## src/rtl/ahbl_apb_pkg.sv

```systemverilog
// Shared types and constants for the AHB-Lite to APB bridge.
package ahbl_apb_pkg;

  typedef enum logic [2:0] {
    StIdle,
    StWdata,
    StSetup,
    StAccess,
    StDone,
    StErr1,
    StErr2
  } state_e;

  localparam logic [1:0] HTRANS_IDLE   = 2'b00;
  localparam logic [1:0] HTRANS_BUSY   = 2'b01;
  localparam logic [1:0] HTRANS_NONSEQ = 2'b10;
  localparam logic [1:0] HTRANS_SEQ    = 2'b11;

  localparam logic HRESP_OKAY  = 1'b0;
  localparam logic HRESP_ERROR = 1'b1;

  // Storage width of the slot index; a single slot still needs a 1-bit vector.
  function automatic int unsigned slot_idx_width(input int unsigned n);
    return (n <= 1) ? 1 : $clog2(n);
  endfunction

endpackage

```

## src/rtl/apb_slot_decoder.sv

```systemverilog
// Slot index to one-hot select, range check and per-slot return-path mux.
module apb_slot_decoder
  import ahbl_apb_pkg::*;
#(
  parameter int unsigned DATA_WIDTH = 32,
  parameter int unsigned NUM_SLOTS  = 16,
  parameter int unsigned IDX_WIDTH  = slot_idx_width(NUM_SLOTS)
) (
  input  logic [IDX_WIDTH-1:0]            slot_idx,
  input  logic [NUM_SLOTS*DATA_WIDTH-1:0] prdata_all,
  input  logic [NUM_SLOTS-1:0]            pready_all,
  input  logic [NUM_SLOTS-1:0]            pslverr_all,
  output logic [NUM_SLOTS-1:0]            onehot,
  output logic                            in_range,
  output logic [DATA_WIDTH-1:0]           rdata,
  output logic                            ready,
  output logic                            err
);

  // Out-of-range indices match no slot, so select and return path stay zero.
  always_comb begin
    onehot   = '0;
    rdata    = '0;
    ready    = 1'b0;
    err      = 1'b0;
    in_range = 32'(slot_idx) < NUM_SLOTS;
    for (int unsigned s = 0; s < NUM_SLOTS; s++) begin
      if (32'(slot_idx) == s) begin
        onehot[s] = 1'b1;
        rdata     = prdata_all[s*DATA_WIDTH +: DATA_WIDTH];
        ready     = pready_all[s];
        err       = pslverr_all[s];
      end
    end
  end

endmodule

```

## src/rtl/ahbl_apb_bridge_nslot.sv

```systemverilog
// AHB-Lite slave to multi-slot APB master bridge with optional PREADY timeout.
module ahbl_apb_bridge_nslot
  import ahbl_apb_pkg::*;
#(
  parameter int unsigned DATA_WIDTH     = 32,
  parameter int unsigned ADDR_WIDTH     = 32,
  parameter int unsigned NUM_SLOTS      = 16,
  parameter int unsigned SLOT_LSB       = 24,
  parameter int unsigned TIMEOUT_CYCLES = 0
) (
  input  logic                            HCLK,
  input  logic                            HRESETN,
  input  logic                            HSEL,
  input  logic [ADDR_WIDTH-1:0]           HADDR,
  input  logic [1:0]                      HTRANS,
  input  logic                            HWRITE,
  input  logic [2:0]                      HSIZE,
  input  logic [DATA_WIDTH-1:0]           HWDATA,
  input  logic                            HREADYIN,
  output logic                            HREADYOUT,
  output logic [DATA_WIDTH-1:0]           HRDATA,
  output logic                            HRESP,
  output logic [NUM_SLOTS-1:0]            PSEL,
  output logic [ADDR_WIDTH-1:0]           PADDR,
  output logic                            PWRITE,
  output logic                            PENABLE,
  output logic [DATA_WIDTH-1:0]           PWDATA,
  input  logic [NUM_SLOTS*DATA_WIDTH-1:0] PRDATA,
  input  logic [NUM_SLOTS-1:0]            PREADY,
  input  logic [NUM_SLOTS-1:0]            PSLVERR
);

  localparam int unsigned IdxW   = slot_idx_width(NUM_SLOTS);
  localparam int unsigned CntW   = (TIMEOUT_CYCLES == 0) ? 1 : $clog2(TIMEOUT_CYCLES + 1);
  localparam int unsigned CntLim = (TIMEOUT_CYCLES == 0) ? 0 : TIMEOUT_CYCLES - 1;

  state_e                  state_q, state_d;
  logic [IdxW-1:0]         slot_q, slot_d, haddr_idx;
  logic [CntW-1:0]         cnt_q, cnt_d;
  logic [ADDR_WIDTH-1:0]   paddr_q, paddr_d;
  logic                    pwrite_q, pwrite_d;
  logic [DATA_WIDTH-1:0]   pwdata_q, pwdata_d, hrdata_q, hrdata_d;
  logic                    accept, haddr_ok;
  logic [NUM_SLOTS-1:0]    slot_onehot;
  logic                    slot_valid, sel_ready, sel_err;
  logic [DATA_WIDTH-1:0]   sel_rdata;
  logic                    unused_ahb;

  assign unused_ahb = ^{HSIZE, HTRANS[0]};

  if (NUM_SLOTS > 1) begin : g_idx
    assign haddr_idx = HADDR[SLOT_LSB +: IdxW];
  end else begin : g_idx_single
    assign haddr_idx = '0;
  end

  assign accept   = HSEL & HREADYIN & HTRANS[1];
  assign haddr_ok = 32'(haddr_idx) < NUM_SLOTS;

  apb_slot_decoder #(
    .DATA_WIDTH (DATA_WIDTH),
    .NUM_SLOTS  (NUM_SLOTS),
    .IDX_WIDTH  (IdxW)
  ) u_dec (
    .slot_idx    (slot_q),
    .prdata_all  (PRDATA),
    .pready_all  (PREADY),
    .pslverr_all (PSLVERR),
    .onehot      (slot_onehot),
    .in_range    (slot_valid),
    .rdata       (sel_rdata),
    .ready       (sel_ready),
    .err         (sel_err)
  );

  // Next-state logic: transfer sequencing, latching and timeout counting.
  always_comb begin
    state_d  = state_q;
    slot_d   = slot_q;
    cnt_d    = cnt_q;
    paddr_d  = paddr_q;
    pwrite_d = pwrite_q;
    pwdata_d = pwdata_q;
    hrdata_d = hrdata_q;
    unique case (state_q)
      StIdle, StDone, StErr2: begin
        if (accept) begin
          slot_d   = haddr_idx;
          paddr_d  = HADDR;
          pwrite_d = HWRITE;
          // Writes always take the data phase first; the slot is checked there.
          if (HWRITE)        state_d = StWdata;
          else if (haddr_ok) state_d = StSetup;
          else               state_d = StErr1;
        end else begin
          state_d = StIdle;
        end
      end
      StWdata: begin
        pwdata_d = HWDATA;
        state_d  = slot_valid ? StSetup : StErr1;
      end
      StSetup: begin
        cnt_d   = '0;
        state_d = StAccess;
      end
      StAccess: begin
        if (sel_ready) begin
          if (sel_err) begin
            state_d = StErr1;
          end else begin
            if (!pwrite_q) hrdata_d = sel_rdata;
            state_d = StDone;
          end
        end else if (TIMEOUT_CYCLES != 0 && cnt_q == CntW'(CntLim)) begin
          state_d = StErr1;
        end else begin
          cnt_d = cnt_q + CntW'(1);
        end
      end
      StErr1:  state_d = StErr2;
      default: state_d = StIdle;
    endcase
  end

  // State and datapath registers with synchronous active-low reset.
  always_ff @(posedge HCLK) begin
    if (!HRESETN) begin
      state_q  <= StIdle;
      slot_q   <= '0;
      cnt_q    <= '0;
      paddr_q  <= '0;
      pwrite_q <= 1'b0;
      pwdata_q <= '0;
      hrdata_q <= '0;
    end else begin
      state_q  <= state_d;
      slot_q   <= slot_d;
      cnt_q    <= cnt_d;
      paddr_q  <= paddr_d;
      pwrite_q <= pwrite_d;
      pwdata_q <= pwdata_d;
      hrdata_q <= hrdata_d;
    end
  end

  // State-decoded bus outputs.
  always_comb begin
    HREADYOUT = 1'b1;
    HRESP     = HRESP_OKAY;
    PENABLE   = 1'b0;
    PSEL      = '0;
    unique case (state_q)
      StWdata: HREADYOUT = 1'b0;
      StSetup: begin
        HREADYOUT = 1'b0;
        PSEL      = slot_onehot;
      end
      StAccess: begin
        HREADYOUT = 1'b0;
        PSEL      = slot_onehot;
        PENABLE   = 1'b1;
      end
      StErr1: begin
        HREADYOUT = 1'b0;
        HRESP     = HRESP_ERROR;
      end
      StErr2:  HRESP = HRESP_ERROR;
      default: ;
    endcase
  end

  assign PADDR  = paddr_q;
  assign PWRITE = pwrite_q;
  assign PWDATA = pwdata_q;
  assign HRDATA = hrdata_q;

endmodule
```

## config.mk

```make
export PLATFORM = sky130hd
export DESIGN_NAME = ahbl_apb_bridge_nslot
export DESIGN_NICKNAME = d
export VERILOG_FILES = /design/src/rtl/ahbl_apb_pkg.sv /design/src/rtl/apb_slot_decoder.sv /design/src/rtl/ahbl_apb_bridge_nslot.sv
export SDC_FILE = /design/constraint.sdc
export NUM_CORES = 1
export LEC_CHECK = 0
export CORE_AREA = 2 2 283 285
export CTS_CLUSTER_DIAMETER = 60
export DETAILED_ROUTE_END_ITERATION = 10
export DIE_AREA = 0 0 285 287
export GPL_TIMING_DRIVEN = 0
export PLACE_DENSITY_LB_ADDON = 0.15
export SLEW_MARGIN = 20
export SYNTH_ARGS = -nofsm -noshare
export SYNTH_HDL_FRONTEND = slang
export SYNTH_SLANG_ARGS = --single-unit
```

## constraint.sdc

```tcl
create_clock -name HCLK -period 3.55 [get_ports HCLK]
set_input_delay 0.5325 -clock HCLK [delete_from_list [all_inputs] [get_ports HCLK]]
set_output_delay 0.5325 -clock HCLK [all_outputs]
set_load 0.05 [all_outputs]
```

# Yosys cells after proc, flatten, opt, wreduce, memory -nomap -nowiden

Index checks and enable logic that the tools add are counted.

Flip-flop bits (word level): 104
Input bits: 618
Output and inout bits: 116
Word-level logic and storage cells: 113

Equality and inequality tests: 22
Muxes and demuxes: 73
Bitwise logic cells: 4
Reduce and logical (&&, ||, !) cells: 8

Operators with widths:

| operator             | number |
|---|---|
| $mux W32             | 16 |
| $mux W1              | 52 |
| $eq A4 B4 Y1 const B | 8 |
| $eq A4 B3 Y1 const B | 4 |
| $mux W16             | 1 |
| $pmux W3 S5          | 1 |
| $eq A3 B3 Y1 const B | 3 |
| $eq A4 B2 Y1 const B | 2 |
| $eq A3 B2 Y1 const B | 2 |
| $mux W3              | 2 |
| $eq A4 B1 Y1 const B | 1 |
| $logic_not A4 Y1     | 1 |
| $reduce_and A4 Y1    | 1 |
| $reduce_or A2 Y1     | 2 |
| $reduce_or A4 Y1     | 1 |
| $eq A3 B1 Y1 const B | 1 |
| $logic_not A3 Y1     | 1 |
| $reduce_or A3 Y1     | 1 |
| $and A1 B1 Y1        | 2 |
| $mux W2              | 1 |
| $ne A2 B2 Y1 const B | 1 |
| $not A1 Y1           | 2 |
| $reduce_and A2 Y1    | 1 |

# Depth between registers and ports, before layout

Word-level depth: 20
Depth in mapped cells: 11
Depth with buffers taken out: 6

# By module

A second synthesis with hierarchy kept.

Cell total of the unflattened synthesis: 1322
Area, all modules: 9803.2 sq um

Modules (own cells, without submodules):

| module                | instances | cells an instance | area each (sq um) | seq. area each (sq um) |
|---|---|---|---|---|
| apb_slot_decoder      | 1         | 854               | 5637.9            | 0.0 |
| ahbl_apb_bridge_nslot | 1         | 468               | 4165.2            | 2001.9 |

# Worst setup path before layout

No wires, ideal clock.

Path type: register -> output
From: register slot_q[2]
To: output port PSEL[13]
Arrival time: 2.740 ns
Data required time: 3.017 ns
Path slack: 0.278 ns
Cell stages (with the launch flop): 7
Buffers on the path: 4
Path through: dfxtp_1 -> buf_4 -> buf_2 -> buf_4 -> nand2_1 -> clkbuf_1 -> nor3_1

Word-level cells in the longest chain between the ends: 3

Ends and longest elaborated chain:

| element                | RTL line                     | RTL |
|---|---|---|
| start, declared        | ahbl_apb_bridge_nslot.sv:38  | `logic [IdxW-1:0] slot_q, slot_d, haddr_idx;` |
| start signal, assigned | ahbl_apb_bridge_nslot.sv:138 | `slot_q <= slot_d;` |
| $eq A4 B4 Y1           | apb_slot_decoder.sv:28       | `if (32'(slot_idx) == s) begin` |
| $mux W1                | apb_slot_decoder.sv:28       |  |
| $mux W16               | ahbl_apb_bridge_nslot.sv:153 | `unique case (state_q)` |
| end, declared          | ahbl_apb_bridge_nslot.sv:23  | `output logic [NUM_SLOTS-1:0] PSEL,` |

No other way between the ends.

# Worst setup path after layout

From: register slot_q[1]
To: register hrdata_q[25], in the netlist HRDATA[25]

Word-level cells in the longest chain between the ends: 19
Elaborated cells between the ends (all ways): 66
Those cells by class: eq/ne: 15; mux: 48; bitwise: 1; reduce/logical: 2

Ends and longest elaborated chain:

| element                     | RTL line                     | RTL |
|---|---|---|
| $logic_not A4 Y1            | apb_slot_decoder.sv:28       |  |
| $mux W1 (16 in series)      | apb_slot_decoder.sv:28       |  |
| $not A1 Y1 (no line)        | n/a                          |  |
| $reduce_and A4 Y1 (no line) | n/a                          |  |
| end signal, assigned        | ahbl_apb_bridge_nslot.sv:143 | `hrdata_q <= hrdata_d;` |
| end, declared               | ahbl_apb_bridge_nslot.sv:42  | `logic [DATA_WIDTH-1:0] pwdata_q, pwdata_d, hrdata_q, hrdata_d;` |

Parallel ways exist; a longest one is shown, timed or not.
A chain may end at the register's enable or synchronous reset.

==> reports/qor.txt <==
nets -> 2,546
Clock Root Buffer -> clkbuf_16
flops & latches, synth -> 100
Hold Path End -> PADDR[3]
status -> finished clean
Static Leakage -> 6.15 nW
Routed Antenna Nets -> 0
Port Buffer Count -> 728
Final Setup Violations -> 0
dpl hpwl -> 78,600 um
grt met1 use -> 0.268
clk sinks -> 100
first-pass GRT wire length -> 121,000 um
Req. time, crit path -> 3.81 ns
fin crit share -> 0.984
kind of start point of the critical path -> flip-flop
cell row count -> 103
total design power -> 0.00428 W
setup_tns -> 0 ns
Initial Util -> 0.116
Netlist Area Pre-Place -> 0.00913 mm^2
Largest stage delay, worst path -> 0.84 ns
Worst Path Max Fanout -> 10
global placement routability congestion -> 0.879
die span in y -> 287 um
top_reg_cell synth -> dfxtp_1
vias in the first global route -> 13,900
sequential area share after synthesis -> 0.219
initial antenna violation count -> 19
max_cap viols -> 0
Post-synth EDFFs -> 0
worst IR drop on VDD -> 0.223 mV
Syn Area/Cell -> 7.69 um^2
Clock Skew -> 0.0164 ns
unique cell type count in the Yosys netlist -> 72
Power Density -> 236 mW/mm^2
drt total wl -> 92,700 um
largest net degree at the start of global routing -> 20
Iter 0 DRT Violations -> 853
most frequent CP cell -> buf_2
largest delay contributor family on the critical path -> buffers and inverters
area of the die -> 0.0818 mm^2
Top Usage Layer GRT -> met2
routed len/inst -> 31.0 um
syn nets -> 1,805
# DRC -> 0
hold_ws -> 0.458 ns
met3 Use GR -> 0.0427
f_max -> 286 MHz
worst hold path startpoint -> PADDR[3]
H-Tree Depth -> 3
share of post-route cells with drive strength above 1 -> 0.103
Max-Slew Margin vs Limit -> 0.231
via/cell ratio -> 4.34
Cells after Synth -> 1,187
placement-stage worst setup slack -> -0.669 ns
Area Growth Syn to Fin -> 98.6%
Worst Reg-to-Reg Cells -> 9
hold_buf cts -> 0
clock-pin slew on the worst setup and hold paths -> 0.09 ns
Worst Tran Pin Value -> 1.15 ns
worst r2r src -> slot_q[1]
# IOs -> 734
Async S/R FF share, synth -> 0
grt met2 use -> 0.391
Setup crit end kind -> flip-flop
clock tree buffer depth -> 2
placed cells -> 2,966
clock buffer count from CTS -> 9
Overall Global Routing Usage -> 0.218
critical path depth -> 9
post-route setup slack -> 0.0571 ns
total core area -> 0.0786 mm^2
unrepaired setup endpoints after global routing -> false
R2R Path End -> HRDATA[25]
CP Buf/Inv Count -> 5
die width -> 285 um
non-filler cells, final -> 2,992
Critical Path AT -> 3.76 ns
crit-path cells -> buf_6 > buf_2 > buf_2 > buf_2 > buf_2 > o211ai_1 > a222oi_1 > a211o_1 > mux2i_1
hold depth -> 2
CTS tree -> done
CP Class -> flip-flop to flip-flop
worst hold path class -> flip-flop to flip-flop
warnings from Yosys -> 0
CP max stage cell -> a222oi_1
fin. max-slew vios -> 0
via count -> 13,000
drt first pass iters -> 5
Clk Latency, worst-skew pair -> 0.38 ns
Tmin final -> 3.49 ns
setup slack, reg-to-reg -> 0.06 ns
Final Hold Fails -> 0
total grt overflow -> 0
cells by family (layout without fill, tap and decap cells):
logic type             after synthesis  after routing  share of synthesized area
AO/OA/AOI/OAI                      411            411                      0.299
flip-flops                         100            100                      0.219
other                                0              9                          0
multiplexers                       146            146                      0.211
buffers and inverters              131            877                     0.0729
AND/OR/NAND/NOR                    399            399                      0.198
timing repair:
action / 4_1_cts / 5_1_grt
setup endpoints to repair: 29 / 16
pin swaps: 1 / 0
setup buffers: 1 / 0
gates resized for setup: 45 / 22
placed cells by master, fill, tap and decap left out, types with 10 or more instances in the layout:
cell type and n:
a21oi_1 105, a22oi_1 21, a2bb2oi_1 11, a31oi_1 10, buf_2 29, buf_4 12, buf_6 13, clkbuf_1 46
clkbuf_2 16, clkdlybuf4s50_1 713, dfxtp_1 99, mux2_2 41, mux2i_1 72, mux4_2 33, nand2_1 211, nand2b_1 18
nand3_1 10, nor2_1 80, nor2b_1 23, nor3_1 12, o211ai_1 29, o21a_1 10, o21ai_0 91, o221ai_1 18
o22ai_1 22
power breakdown:
part           internal [W]  switching, W  total, W
combinational      0.000986       0.00102   0.00201
clock              0.000496      0.000572   0.00107
sequential          0.00117     0.0000322   0.00120
total               0.00265       0.00163   0.00428
worst max path at each step:
stage,start,endpoint
after floorplan,slot_q[2],PSEL[13]
after global placement,slot_q[2],PSEL[15]
after detailed placement,slot_q[2],PSEL[15]
after CTS,slot_q[1],HRDATA[16]
after global routing,slot_q[1],HRDATA[17]
final,slot_q[1],HRDATA[25]
layout make-up:
| cell class | instances | area [um^2] |
|---|---|---|
| Sequential cell | 100 | 2000 |
| Multi-Input combinational cell | 956 | 6490 |
| Buffer | 123 | 697 |
| Timing Repair Buffer | 730 | 7280 |
| Clock inverter | 7 | 70.1 |
| Antenna cell | 9 | 22.5 |
| Tap cell | 1050 | 1310 |
| Clock buffer | 9 | 225 |
| Inverter | 8 | 30.0 |
| Fill cell | 8710 | 60500 |
synth_stat cells (6+ instances only):
cell type / n / area [um^2]
mux2i_1: 72 / 721
inv_1: 6 / 22.5
and2_1: 7 / 43.8
nor3_1: 12 / 60.1
a222oi_1: 8 / 80.1
o211ai_1: 29 / 218
o31ai_1: 7 / 52.6
a32oi_1: 7 / 61.3
a211o_1: 8 / 70.1
a21oi_1: 106 / 531
o22ai_1: 22 / 138
mux4_2: 33 / 743
nand2_1: 213 / 800
clkbuf_1: 62 / 233
buf_2: 34 / 170
a41oi_1: 6 / 52.6
or3_1: 7 / 43.8
nor2_1: 80 / 300
nor2b_1: 25 / 156
o221ai_1: 18 / 158
nand3_1: 10 / 50.1
a22oi_1: 21 / 158
dfxtp_1: 100 / 2000
a2bb2oi_1: 11 / 96.3
o2111ai_1: 6 / 52.6
buf_6: 13 / 146
nand2b_1: 18 / 113
mux2_2: 41 / 462
o21a_1: 10 / 75.1
o32ai_1: 6 / 52.6
o21ai_0: 93 / 465
buf_4: 9 / 67.6
a31oi_1: 10 / 62.6
sequential cells by signal, summed over array words and instances, names as in the netlist:
signal / cells
state_q: 3
HRDATA: 32
slot_q: 3
PADDR: 29
PWRITE: 1
PWDATA: 32
metrics by stage:
stage	util	cell area, um^2
after detailed placement	0.226	17800
after floorplan	-	9130
after global routing	0.230	18100
after global placement	0.226	17700
after CTS	0.230	18100
final	0.231	18100
layer usage:
metal	up-vias	part of all wire
met2	608	0.49
met1	6379	0.43
met4	4	0.020
li1	5924	-
met5	-	0.00029
met3	68	0.058
worst register-to-register path, cell delays in order (launching register included):
cell and delay [ns]:
dfxtp_1 0.39, buf_6 0.16, buf_2 0.27, buf_2 0.35
buf_2 0.39, buf_2 0.41, o211ai_1 0.17, a222oi_1 0.84
a211o_1 0.30, mux2i_1 0.09
Note: power is estimated with default switching activity, not from simulation.
